### config.mk
export PLATFORM = sky130hd
export DESIGN_NAME = note_source_arbiter
export DESIGN_NICKNAME = d
export VERILOG_FILES = /design/src/rtl/note_source_arbiter.sv
export SDC_FILE = /design/constraint.sdc
export NUM_CORES = 1
export LEC_CHECK = 0
export ABC_AREA = 1
export CAP_MARGIN = 30
export CORE_MARGIN = 2
export CORE_UTILIZATION = 60
export DETAILED_ROUTE_END_ITERATION = 6
export PLACE_DENSITY = 0.89
export SYNTH_ARGS = -nofsm -noshare
export SYNTH_HDL_FRONTEND = slang
export SYNTH_SLANG_ARGS = --single-unit
### constraint.sdc
create_clock -name CLK -period 3.05 [get_ports CLK]
set_input_delay 0.305 -clock CLK [delete_from_list [all_inputs] [get_ports CLK]]
set_output_delay 0.305 -clock CLK [all_outputs]
set_load 0.005 [all_outputs]
### src/rtl/note_source_arbiter.sv
// Note source arbiter: picks song sequencer, manual keys or silence.
// Optional macro KEY_OVERRIDE_EN lets keys interrupt a playing song.
module note_source_arbiter #(
    parameter int BASE_TICKS  = 12_500_000,
    parameter int RELEASE_CYC = 1_000_000
) (
    input  logic       CLK,
    input  logic       RESET_N,
    input  logic [7:0] KEYS,
    input  logic       PLAY_BTN,
    input  logic       STOP_BTN,
    input  logic [1:0] TEMPO,
    input  logic [3:0] AUTO_NOTE,
    output logic       QUARTER_BEAT,
    output logic       SONG_START,
    output logic [3:0] NOTE,
    output logic [1:0] SRC
);

    localparam int CW = $clog2(BASE_TICKS * 2);
    localparam int RW = $clog2(RELEASE_CYC + 1);

    localparam logic [CW-1:0] LAST_BASE = CW'(BASE_TICKS - 1);
    localparam logic [CW-1:0] LAST_HALF = CW'(BASE_TICKS / 2 - 1);
    localparam logic [CW-1:0] LAST_DBL  = CW'(BASE_TICKS * 2 - 1);
    localparam logic [RW-1:0] REL_LAST  = RW'(RELEASE_CYC - 1);

    // Encoding doubles as the SRC output code.
    typedef enum logic [1:0] {
        S_IDLE  = 2'b00,
        S_AUTO  = 2'b01,
        S_MAN   = 2'b10,
        S_PAUSE = 2'b11
    } state_t;

    state_t        r_state;
    state_t        r_ret;
    logic [RW-1:0] r_rel;
    logic [CW-1:0] r_cnt;
    logic [1:0]    r_tempo;
    logic [3:0]    r_note;
    logic          r_qb;
    logic          r_ss;

    state_t        w_next;
    state_t        w_ret;
    logic [RW-1:0] w_rel;
    logic [CW-1:0] w_last;
    logic          w_wrap;
    logic          w_keys;
    logic          w_key_ovr;
    logic          w_start;
    logic [3:0]    w_low;
    logic [3:0]    w_note;

    assign w_keys = |KEYS;

`ifdef KEY_OVERRIDE_EN
    assign w_key_ovr = w_keys;
`else
    assign w_key_ovr = 1'b0;
`endif

    // Last count of the current quarter beat for the latched tempo.
    always_comb begin
        w_last = LAST_BASE;
        case (r_tempo)
            2'd1:    w_last = LAST_HALF;
            2'd2:    w_last = LAST_DBL;
            default: w_last = LAST_BASE;
        endcase
    end

    assign w_wrap = (r_state == S_AUTO) && (r_cnt == w_last);

    // Lowest-numbered pressed key wins; 8 when no key is down.
    always_comb begin
        w_low = 4'd8;
        for (int i = 7; i >= 0; i--) begin
            if (KEYS[i]) w_low = 4'(i);
        end
    end

    // Next state, return state and release counter.
    always_comb begin
        w_next = r_state;
        w_ret  = r_ret;
        w_rel  = r_rel;
        unique case (r_state)
            S_IDLE: begin
                if (!STOP_BTN) begin
                    if (w_keys) begin
                        w_next = S_MAN;
                        w_ret  = S_IDLE;
                        w_rel  = '0;
                    end else if (PLAY_BTN) begin
                        w_next = S_AUTO;
                    end
                end
            end
            S_AUTO: begin
                if (STOP_BTN) begin
                    w_next = S_IDLE;
                end else if (w_key_ovr) begin
                    w_next = S_MAN;
                    w_ret  = S_AUTO;
                    w_rel  = '0;
                end else if (PLAY_BTN) begin
                    w_next = S_PAUSE;
                end
            end
            S_PAUSE: begin
                if (STOP_BTN) begin
                    w_next = S_IDLE;
                end else if (w_keys) begin
                    w_next = S_MAN;
                    w_ret  = S_PAUSE;
                    w_rel  = '0;
                end else if (PLAY_BTN) begin
                    w_next = S_AUTO;
                end
            end
            S_MAN: begin
                if (STOP_BTN) w_ret = S_IDLE;
                if (w_keys) begin
                    w_rel = '0;
                end else if (r_rel == REL_LAST) begin
                    w_rel  = '0;
                    w_next = w_ret;
                end else begin
                    w_rel = r_rel + 1'b1;
                end
            end
            default: w_next = S_IDLE;
        endcase
    end

    assign w_start = (r_state == S_IDLE) && (w_next == S_AUTO);

    // Note presented in the state being entered.
    always_comb begin
        w_note = 4'd8;
        unique case (w_next)
            S_AUTO:  w_note = AUTO_NOTE;
            S_MAN:   w_note = w_low;
            default: w_note = 4'd8;
        endcase
    end

    // State, return state, release counter and registered outputs.
    always_ff @(posedge CLK or negedge RESET_N) begin
        if (!RESET_N) begin
            r_state <= S_IDLE;
            r_ret   <= S_IDLE;
            r_rel   <= '0;
            r_note  <= 4'd8;
            r_qb    <= 1'b0;
            r_ss    <= 1'b0;
        end else begin
            r_state <= w_next;
            r_ret   <= w_ret;
            r_rel   <= w_rel;
            r_note  <= w_note;
            r_qb    <= w_wrap;
            r_ss    <= w_start;
        end
    end

    // Beat counter runs only in AUTO and restarts whenever IDLE is entered.
    always_ff @(posedge CLK or negedge RESET_N) begin
        if (!RESET_N) begin
            r_cnt <= '0;
        end else if (w_next == S_IDLE || w_wrap) begin
            r_cnt <= '0;
        end else if (r_state == S_AUTO) begin
            r_cnt <= r_cnt + 1'b1;
        end
    end

    // Tempo changes take effect only at a beat boundary or song start.
    always_ff @(posedge CLK or negedge RESET_N) begin
        if (!RESET_N) begin
            r_tempo <= 2'd0;
        end else if (w_wrap || w_start) begin
            r_tempo <= TEMPO;
        end
    end

    assign QUARTER_BEAT = r_qb;
    assign SONG_START   = r_ss;
    assign NOTE         = r_note;
    assign SRC          = r_state;

endmodule

-- After elaboration in Yosys (flattened, before gate mapping)
Cells that the tools add are included.
- flip-flop bits (word level): 57
- latch bits: 0
- RAM bits: 0
- memory bits (read-only): 0
- input port bits: 18
- output and inout bits: 8
- logic and storage cells: 69
- memories kept: 0
- add/sub/neg operators: 2
- $mul: 0
- div/mod/pow operators: 0
- $lt $le $gt $ge: 0
- eq/ne operators: 15
- shift operators: 0
- muxes and demuxes: 32
- bitwise logic cells: 1
- reduce and logical (&&, ||, !) cells: 11
- operators by type and width (kind ; count):
    20-bit two-way mux ; 4
    25-bit two-way mux ; 2
    25-bit one-hot mux with 2 select lines ; 1
    20-bit one-hot mux with 2 select lines ; 1
    4-bit two-way mux ; 8
    2-bit two-way mux ; 13
    25-bit by 1-bit adder with 25-bit output (second input constant) ; 1
    25-bit equality test ; 1
    20-bit by 1-bit adder with 20-bit output (second input constant) ; 1
    20-bit equality test (second input constant) ; 1
    2-bit != test (second input constant) ; 5
    2-bit equality test (second input constant) ; 4
    2-bit one-hot mux with 4 select lines ; 1
    4-bit one-hot mux with 2 select lines ; 1
    8-bit OR reduction ; 1
    2-bit by 1-bit equality test with 1-bit output (second input constant) ; 3
    2-bit one-hot mux with 3 select lines ; 1
    5-bit AND reduction ; 1
    2-bit zero test ; 2
    3-bit AND reduction ; 1
    1-bit logical AND ; 2
    1-bit logical OR ; 2
    2-bit by 1-bit != test with 1-bit output (second input constant) ; 1
    2-bit nonzero test ; 1
    2 further kinds ; 2

-- Logic depth before layout (Yosys ltp)
- depth in word-level cells: 9
- gate-level depth with buffers: 15
- depth with buffers taken out: 15

-- Least setup slack after synthesis
No wires, ideal clock.
- path kind: register -> register
- start point: register r_state[1] (netlist: SRC[1])
- end point: register r_cnt[17]
- library setup time: 0.071 ns
- arrival: 2.125 ns
- required time: 2.979 ns
- setup slack: 0.854 ns
- cell stages (with the launch flop): 15
- path buffers: 3
- period minus slack after synthesis: 2.196 ns
- cell sequence: dfrtp_1 > inv_1 > ha_1 > buf_2 > clkbuf_1 > nand3_1 > o21ai_0 > nor2_1 > nand2_1 > nand2_1 > ha_1 > nor2_4 > inv_4 > buf_6 > nor2_1
- longest elaborated chain between the ends: 7
- elaborated cells between the ends (all ways): 18
- classes of those cells: eq/ne: 3; mux: 10; reduce/logical: 5
- RTL lines (element ; RTL line ; RTL):
    start: declaration ; 36 ; state_t r_state;
    start signal: assignment ; 160 ; r_state <= w_next;
    2-bit two-way mux ; 96, 119 ;
    2-bit two-way mux ; 115 ; end else if (w_keys) begin
    2-bit two-way mux (on tied branches) ; 113, 91 ;
    2-bit one-hot mux with 4 select lines ; 89 ; unique case (r_state)
    2-bit zero test ; 173 ; end else if (w_next == S_IDLE || w_wrap) begin
    1-bit logical OR ; 173 ;
    25-bit two-way mux / 2-bit nonzero test (equally long branches) ; n/a ;
    end signal: assignment ; 176 ; r_cnt <= r_cnt + 1'b1;
    end: declaration ; 39 ; logic [CW-1:0] r_cnt;
Several ways; a longest one is shown, not always the timed one.
A chain may end at the register's enable or synchronous reset.

-- Worst setup path in the final report
- start point: register r_rel[0]
- end point: register r_tempo[0]
- longest elaborated chain between the ends: 7
- RTL lines (element ; RTL line ; RTL):
    start: declaration ; 38 ; logic [RW-1:0] r_rel;
    start signal: assignment ; 162 ; r_rel <= w_rel;
    20-bit equality test ; 127 ; end else if (r_rel == REL_LAST) begin
    2-bit two-way mux ; 127 ;
    2-bit two-way mux ; 125 ; if (w_keys) begin
    2-bit one-hot mux with 4 select lines ; 89 ;
    named net w_next[0] ; 45 ; state_t w_next;
    2-bit by 1-bit equality test with 1-bit output ; 138 ; assign w_start = (r_state == S_IDLE) && (w_next == S_AUTO);
    1-bit logical AND ; 138 ;
    1-bit logical OR ; 184 ; end else if (w_wrap || w_start) begin
    end signal: assignment ; 183 ; r_tempo <= 2'd0;
    end signal: assignment ; 185 ; r_tempo <= TEMPO;
    end: declaration ; 40 ; logic [1:0] r_tempo;
The timed path passes the listed nets, and every way through them passes these cells.

==> flow_summary.ini <==
[outcome]
status = complete, no violations

[placement]
hpwl_um = 7310
gp_congestion = 1.01
place_inst = 657
pre_cts_slack_ns = 0.327
port_buffers = 25

[clock_network]
clockBufferDepth = 2
cts_tree = built
cts_buffers = 9
clk_latency_ns = 0.34
cts_post_setup_buffers_inserted = 0
cts.sink_count = 57
cts.reportedPaths.clkPinSlew_ns = 0.07
ctsHtreeMaxLevel = 3
root_buffer = clkbuf_8

[sta]
fin_ws_ns = 0.379
finalHoldViolCount = 0
finClkSkew_ns = 0.00973
worstMarginPinSlew_ns = 0.632
hold_ws_ns = 0.485
rsz0062_at_grt = no
setup_tns_ns = 0
slew_headroom_pct = 57.9
fmax_mhz = 374
fin_crit_ns = 2.67
finalCritPeriodShare_pct = 87.6
setup_violations = 0
slew_violations = 0

[logic_synthesis]
postSynthCellCount = 564
synth_edf_count = 0
synth.net_count = 594
avgSynthCellArea_um2 = 7.05
yosys_warnings = 0
synthFlopType = dfrtp_1
yosysSeqAreaShare_pct = 35.9
async_reset_ff_share_pct = 100
synth_area_mm2 = 0.00398
ys_ff_latch = 57
synthDistinctLibCells = 40

[worst_setup_path]
path_class = reg -> reg
worst_ep_arrival_time_ns = 2.90
endpoint_kind = flop
cp.required_ns = 3.28
start_kind = flop
cp_max_fo = 5

[die]
pin_count = 26
design.core.area_mm2 = 0.00639
row_count = 29
dieArea_mm2 = 0.00729
die_w_um = 85.4
start_util_pct = 62.3
die_height_um = 85.4

[route]
ant_nets = 0
routed-via-count = 3997
drt_first_pass_iters = 6
dr.first_iter.drc_count = 363
wire_per_inst_um = 15.0
wirelength_um = 10100
route.detailed.drc = 0
viasPerCell = 5.94

[grt]
grt_start_max_net_pins = 32
grtUsageTotal_pct = 28.8
grt_pass1_wl_um = 16700
antenna_found_initial = 0
grt-ovfl-total = 0
grt_pass1_vias = 3689

[final_layout]
multi_input_area_mm2 = 0.00217
syn_to_final_growth_pct = 11.9
seqCellArea_mm2 = 0.00143
layout.cells.non_filler = 673
nNetsFinal = 622
filler_cell_count = 507
antenna_cells = 0
final_util_pct = 69.7
drive_gt1_share_pct = 8.72

[power]
power.leakage_nw = 1.94
peakVddDrop_mv = 0.496
powerDensity_mw_per_mm2 = 652

[run]
drv_cap = 0

[worst_hold_path]
hold_path.class = reg -> reg
[worst paths after layout]
path | start | endpoint | slack [ns] | cells past startpoint
max in group asynchronous | RESET_N | NOTE[3] | 1.66 | 3
min in group asynchronous | RESET_N | r_cnt[5] | 0.51 | 2
hold / removal | r_ret[0] | r_ret[0] | 0.49 | 2
setup reg to reg | r_rel[0] | r_tempo[0] | 0.38 | 14
hold reg to reg | r_ret[0] | r_ret[0] | 0.49 | 2
setup / recovery | r_rel[0] | r_tempo[0] | 0.38 | 14
[per-layer routing]
| layer | share of wire, % | track usage, % | up-vias |
|---|---|---|---|
| li1 | - | - | 1879 |
| met1 | 41 | 36.6 | 1834 |
| met2 | 47 | 46.3 | 230 |
| met3 | 8.7 | 6.13 | 54 |
| met4 | 4.0 | 14.7 | 0 |
| met5 | 0 | 0 | - |
[placed cells by master (no fill, tap or decap), types with 2 or more instances in the layout]
cell type,count
nand2_1,127
nor2_1,75
inv_1,69
nand3_1,61
dfrtp_1,56
clkdlybuf4s50_1,24
nand4_1,20
nor2_2,19
xor2_1,19
o21ai_0,17
a21oi_1,17
nor3_1,15
ha_1,12
clkbuf_8,11
o21ai_1,7
xnor2_1,4
nor4_1,4
nand3_2,3
nor2_4,3
buf_4,3
clkinv_1,2
o211ai_1,2
inv_2,2
o31ai_1,2
nor3_2,2
mux2i_1,2
o21bai_1,2
clkinv_2,2
[registers in the layout (all words and copies together), names as in the netlist]
signal / cells
r_cnt: 25
QUARTER_BEAT: 1
r_rel: 20
SRC: 2
SONG_START: 1
NOTE: 4
r_ret: 2
r_tempo: 2
[critical path, cell delays in order (launching register included)]
cell and delay (ns):
dfrtp_1 0.39, ha_1 0.18, nand2_1 0.11, nor2_2 0.09
buf_4 0.14, inv_1 0.11, nor2_4 0.18, nand3_1 0.13
nand2_1 0.10, nand3_1 0.11, a21oi_1 0.30, ha_1 0.34
nand2_1 0.18, nand3_1 0.13, nand2_1 0.06
[kinds of logic (layout without fill, tap and decap cells)]
group,Yosys count,after routing,synth area share (%)
fa+ha+maj,12,12,3.78
buf+inv,86,118,9.44
simple gates,332,332,38.0
compound gates,52,52,7.30
xor+xnor,23,23,5.07
mux,2,2,0.503
flops,57,57,35.9
[where the power goes]
part / leakage (nW) / total, W / switching [W] / internal (W)
clock: 0.102 / 0.000721 / 0.000306 / 0.000415
sequential: 0.783 / 0.000884 / 0.0000482 / 0.000836
combinational: 1.06 / 0.00130 / 0.000897 / 0.000401
[repair_timing]
item                      in CTS  in global routing
hold endpoints to repair       6                  0
hold buffers                   1                  0
gates resized for setup        0                  0
[cell usage after synthesis (3+ instances only)]
| cell type | number | area (µm²) |
|---|---|---|
| buf_6 | 3 | 33.8 |
| inv_1 | 69 | 259 |
| nor2_1 | 75 | 282 |
| buf_2 | 3 | 15.0 |
| nor2_4 | 3 | 33.8 |
| a21oi_1 | 17 | 85.1 |
| nand2_1 | 127 | 477 |
| xnor2_1 | 4 | 35.0 |
| nor3_1 | 15 | 75.1 |
| xor2_1 | 19 | 166 |
| nor4_1 | 4 | 25.0 |
| o21ai_0 | 17 | 85.1 |
| dfrtp_1 | 56 | 1400 |
| ha_1 | 12 | 150 |
| nor2_2 | 19 | 119 |
| nand3_1 | 61 | 305 |
| nand3_2 | 3 | 30.0 |
| nand4_1 | 20 | 125 |
| o21ai_1 | 7 | 35.0 |
[area by class of cell]
class / count / share of cell area [%]
Clock inverter: 3 / 0.900
Clock buffer: 12 / 3.49
Timing Repair Buffer: 29 / 6.24
Tap cell: 77 / 2.16
Inverter: 74 / 6.30
Multi-Input combinational cell: 421 / 48.8
Sequential cell: 57 / 32.1
[per-stage QoR]
step                      area [µm²]  power (W)
final                           4450    0.00290
after floorplan                 3980    0.00192
after CTS                       4450    0.00289
after detailed placement        4250    0.00216
after global routing            4450    0.00310
after global placement          4250    0.00212
(Power assumes the default switching activity.)
==> RTL edit 1 (same settings) <==
Reset style: synchronous (`RESET_N`), changed in 3 clocked blocks.
--- a/src/rtl/note_source_arbiter.sv
+++ b/src/rtl/note_source_arbiter.sv
@@ -150,3 +150,3 @@
     // State, return state, release counter and registered outputs.
-    always_ff @(posedge CLK or negedge RESET_N) begin
+    always_ff @(posedge CLK) begin
         if (!RESET_N) begin
@@ -169,3 +169,3 @@
     // Beat counter runs only in AUTO and restarts whenever IDLE is entered.
-    always_ff @(posedge CLK or negedge RESET_N) begin
+    always_ff @(posedge CLK) begin
         if (!RESET_N) begin
@@ -180,3 +180,3 @@
     // Tempo changes take effect only at a beat boundary or song start.
-    always_ff @(posedge CLK or negedge RESET_N) begin
+    always_ff @(posedge CLK) begin
         if (!RESET_N) begin
Check against the original RTL: differs if RESET_N is asserted again (counterexample within 4 cycles, from zero or initial values and one cycle with RESET_N low); with RESET_N held inactive, the same outputs for 10 cycles.
==> RTL edit 1 against the unedited design <==
Area after synthesis down 12%; total power down 14%; non-clock buffer count unchanged; setup slack better by 120 ps; worst hold slack worse by 11 ps; first-iteration DRC count down 26%; synthesized cell count down 4.4%; routed wire length down 19%; critical path depth unchanged; sequential power down 4.5%; sequential cell count unchanged; design area down 9.6%; critical endpoint is now r_cnt[18]$_SDFFE_PP0P_; largest power group unchanged.
==> RTL edit 1: results (changes against the unedited design) <==
Clk network pwr share=0.303 (+0.055); Slew @ Worst Pin=506 ps (-127 ps); critical path startpoint=r_rel[0]$_SDFFE_PN0P_; DP Worst Slack=260 ps (-67.5 ps); combinational power=0.892 mW (-31%); Worst R2R End=r_cnt[18]$_SDFFE_PP0P_; crit path DAT=2810 ps (-90 ps); Hold/Removal Path Class=flop to flop; Peak VDD IR=654 uV (+32%); Unique masters post-synth=37 (-7.5%); hold_sp=r_ret[0]$_SDFFE_PN0P_; skew final=5.37 ps (-4.35 ps); post-synthesis mux area share=0 (-0.00503); Hold-fix buffers, CTS=0 (-1); Async S/R FF share, synth=0 (-1.00); static leakage=1.63 nW (-16%); largest cells by area after synthesis=dfxtp_1, nand2_1, nor2_1; vias in the first global route=3,238 (-12%); Root Buffer=clkbuf_8; Post-DP Area=3810 sq um (-10%); first-pass GRT wire length=13.9 mm (-17%); Slowest-stage cell, CP=dfxtp_1; Critical Path Max Stage Delay=360 ps (-30 ps); first drt pass iteration count=5 (-1); largest net degree at the start of global routing=26 (-19%); Worst Hold Path EP=r_ret[0]$_SDFFE_PN0P_; most frequent cells after synthesis=nand2_1, nor2_1, inv_1; GRT Total Usage=0.273 (-0.0151); Final GP Congestion=0.978 (-3.4%); status=complete, no violations; post-synthesis adder-cell area fraction=0.0428 (+0.00504); ys flop type=dfxtp_1; register area share after synthesis=0.325 (-0.0338); WHS=474 ps (-11.3 ps); # fillers=451 (-11%); power per cell area=619 nW/um^2 (-5.1%); layout cells sized above 1=0.0749 (-0.0123); DR vias=3,509 (-12%); crit-path max FO=25 (+20); Final min period=2550 ps (-119 ps); hpwl dp=5.91 mm (-19%); net count after synthesis=569 (-4.2%); Int Power=1.58 mW (-4.4%); Total Nets Final=600 (-3.5%)
[RTL edit 1: changes by cell type after synthesis, sizes merged, moves of 3 or more]
cell / delta
dfxtp: +57
or2: +3
xor2: -9
o21ai: -5
nand4: -4
xnor2: +4
dfrtp: -56
nand2: +8
nand3: -24
a21oi: +3
[RTL edit 1: per-layer routing]
layer,GRT usage,vias to the layer above,part of all wire
li1,-,1776,-
met1,0.354,1576,0.45
met2,0.434,139,0.47
met3,0.0809,18,0.068
met4,0.0864,0,0.011
met5,0,-,0
[RTL edit 1: metrics by stage]
stage,util,cells
3_5_place_dp,0.684,631
4_1_cts,0.722,646
3_3_place_gp,0.684,631
5_1_grt,0.722,646
2_1_floorplan,-,539
6_report,0.722,646
[RTL edit 1: final cells by class]
type                       count  area share
tap                           72      0.0224
clock inverter                 2     0.00870
multi-input combinational    398       0.500
timing repair buffer          29      0.0696
clock buffer                  13      0.0445
sequential                    57       0.283
inverter                      75      0.0712
==> RTL edit 2 (same flow settings) <==
Without the edit above. Add a define of `KEY_OVERRIDE_EN`.
--- a/src/rtl/note_source_arbiter.sv
+++ b/src/rtl/note_source_arbiter.sv
@@ -2,2 +2,4 @@
 // Optional macro KEY_OVERRIDE_EN lets keys interrupt a playing song.
+`define KEY_OVERRIDE_EN
+
 module note_source_arbiter #(
Function: changed (Yosys sat finds a counterexample within 4 cycles, from zero or initial values and one cycle with RESET_N low).
==> RTL edit 2 against the unedited design <==
Area after synthesis down 4.5%; routed wire length decreased by 8.0%; final cell count fell by 4.6%; design area down 3.1%; count of clock-buffer cells in the layout decreased by 1; setup slack improved by 370 ps; non-clock buffer count is 2 lower; first-iteration DRC count is 5.5% higher; sequential cell count is the same; critical endpoint is now r_cnt[19]$_DFFE_PN0P_; largest cell class unchanged.
Power is not compared: it rests on default switching activity, and its combinational part moved more than twofold at a synthesized area within 25%.
==> RTL edit 2: results (changes against the unedited design) <==
status=complete, no violations; layout cells sized above 1=0.0988 (+0.0115); first-pass GRT wire length=16.2 mm (-3.1%); Critical Path Max Stage Delay=410 ps (+20 ps); # fillers=457 (-9.9%); reg2reg path depth=11 (-3); DR vias=3,622 (-9.4%); DP Worst Slack=632 ps (+305 ps); Cells after Synth=533 (-5.5%); crit path DAT=2530 ps (-370 ps); crit-path max FO=23 (+18); mean number of vias per cell=5.64 (-5.0%); Final GP Congestion=0.927 (-8.3%); hpwl dp=6.54 mm (-11%); largest cells by area after synthesis=dfrtp_1, nand2_1, nor2_1; Post-Route WL=9.27 mm (-8.0%); vias in the first global route=3,615 (-2.0%); Worst R2R End=r_cnt[19]$_DFFE_PN0P_; skew final=9.55 ps (-0.177 ps); largest net degree at the start of global routing=40 (+25%); GRT Total Usage=0.284 (-0.00334); flop-to-flop setup slack=740 ps (+370 ps); WHS=93.7 ps (-392 ps); Unique masters post-synth=38 (-5.0%); net count after synthesis=558 (-6.1%); Total Nets Final=587 (-5.6%); first drt pass iteration count=5 (-1); Hold/Removal Path Class=input port to async pin; most frequent cells after synthesis=nand2_1, nor2_1, inv_1
[RTL edit 2: worst max path at each step]
| stage | startpoint | to | slack [ps] | cells past startpoint |
|---|---|---|---|---|
| after floorplan | r_rel[0]$_DFFE_PN0P_ | r_cnt[11]$_DFFE_PN0P_ | 1180 | 12 |
| after global placement | KEYS[0] | r_cnt[16]$_DFFE_PN0P_ | 760 | 12 |
| after detailed placement | KEYS[3] | r_cnt[14]$_DFFE_PN0P_ | 630 | 12 |
| after CTS | r_rel[0]$_DFFE_PN0P_ | r_cnt[8]$_DFFE_PN0P_ | 770 | 11 |
| after global routing | r_rel[0]$_DFFE_PN0P_ | r_cnt[12]$_DFFE_PN0P_ | 510 | 11 |
| final | r_rel[0]$_DFFE_PN0P_ | r_cnt[19]$_DFFE_PN0P_ | 740 | 11 |
[RTL edit 2: area by class of cell]
cell class	count	area (sq um)	area share
repair buffers	27	260	0.0603
inverters	74	280	0.0650
clock buffers	11	141	0.0328
multi-input cells	393	2010	0.465
flip-flops and latches	57	1430	0.331
well taps	75	93.8	0.0218
clock inverters	5	103	0.0238
[RTL edit 2: per-layer routing]
layer / GRT usage / share of wire / wire (um)
met1: 0.377 / 0.43 / 4030
met2: 0.463 / 0.47 / 4350
met3: 0.0524 / 0.069 / 636
met4: 0.116 / 0.028 / 264
met5: 0 / 0 / 0
[RTL edit 2: kinds of logic (layout without fill, tap and decap cells)]
logic type | count (synthesis) | in the layout | share of synthesized area
flops | 57 | 57 | 0.376
simple gates | 321 | 321 | 0.392
buf+inv | 83 | 117 | 0.0952
xor+xnor | 20 | 20 | 0.0461
compound gates | 45 | 45 | 0.0675
fa+ha+maj | 7 | 7 | 0.0231
[RTL edit 2: power breakdown]
part	switching, mW	total (mW)	internal [mW]
logic	0.0835	0.138	0.0546
registers	0.00708	0.773	0.766
clock network	0.327	0.891	0.564
[RTL edit 2: worst reg2reg max path, cell delays in order (launching register included)]
cell	delay, ps
dfrtp_1	410
ha_1	300
nand3_4	140
nor3_1	180
nand3_1	150
nor2_1	110
nand2_1	70
a21oi_1	200
ha_1	210
inv_1	70
nand2_4	230
nor2_1	100
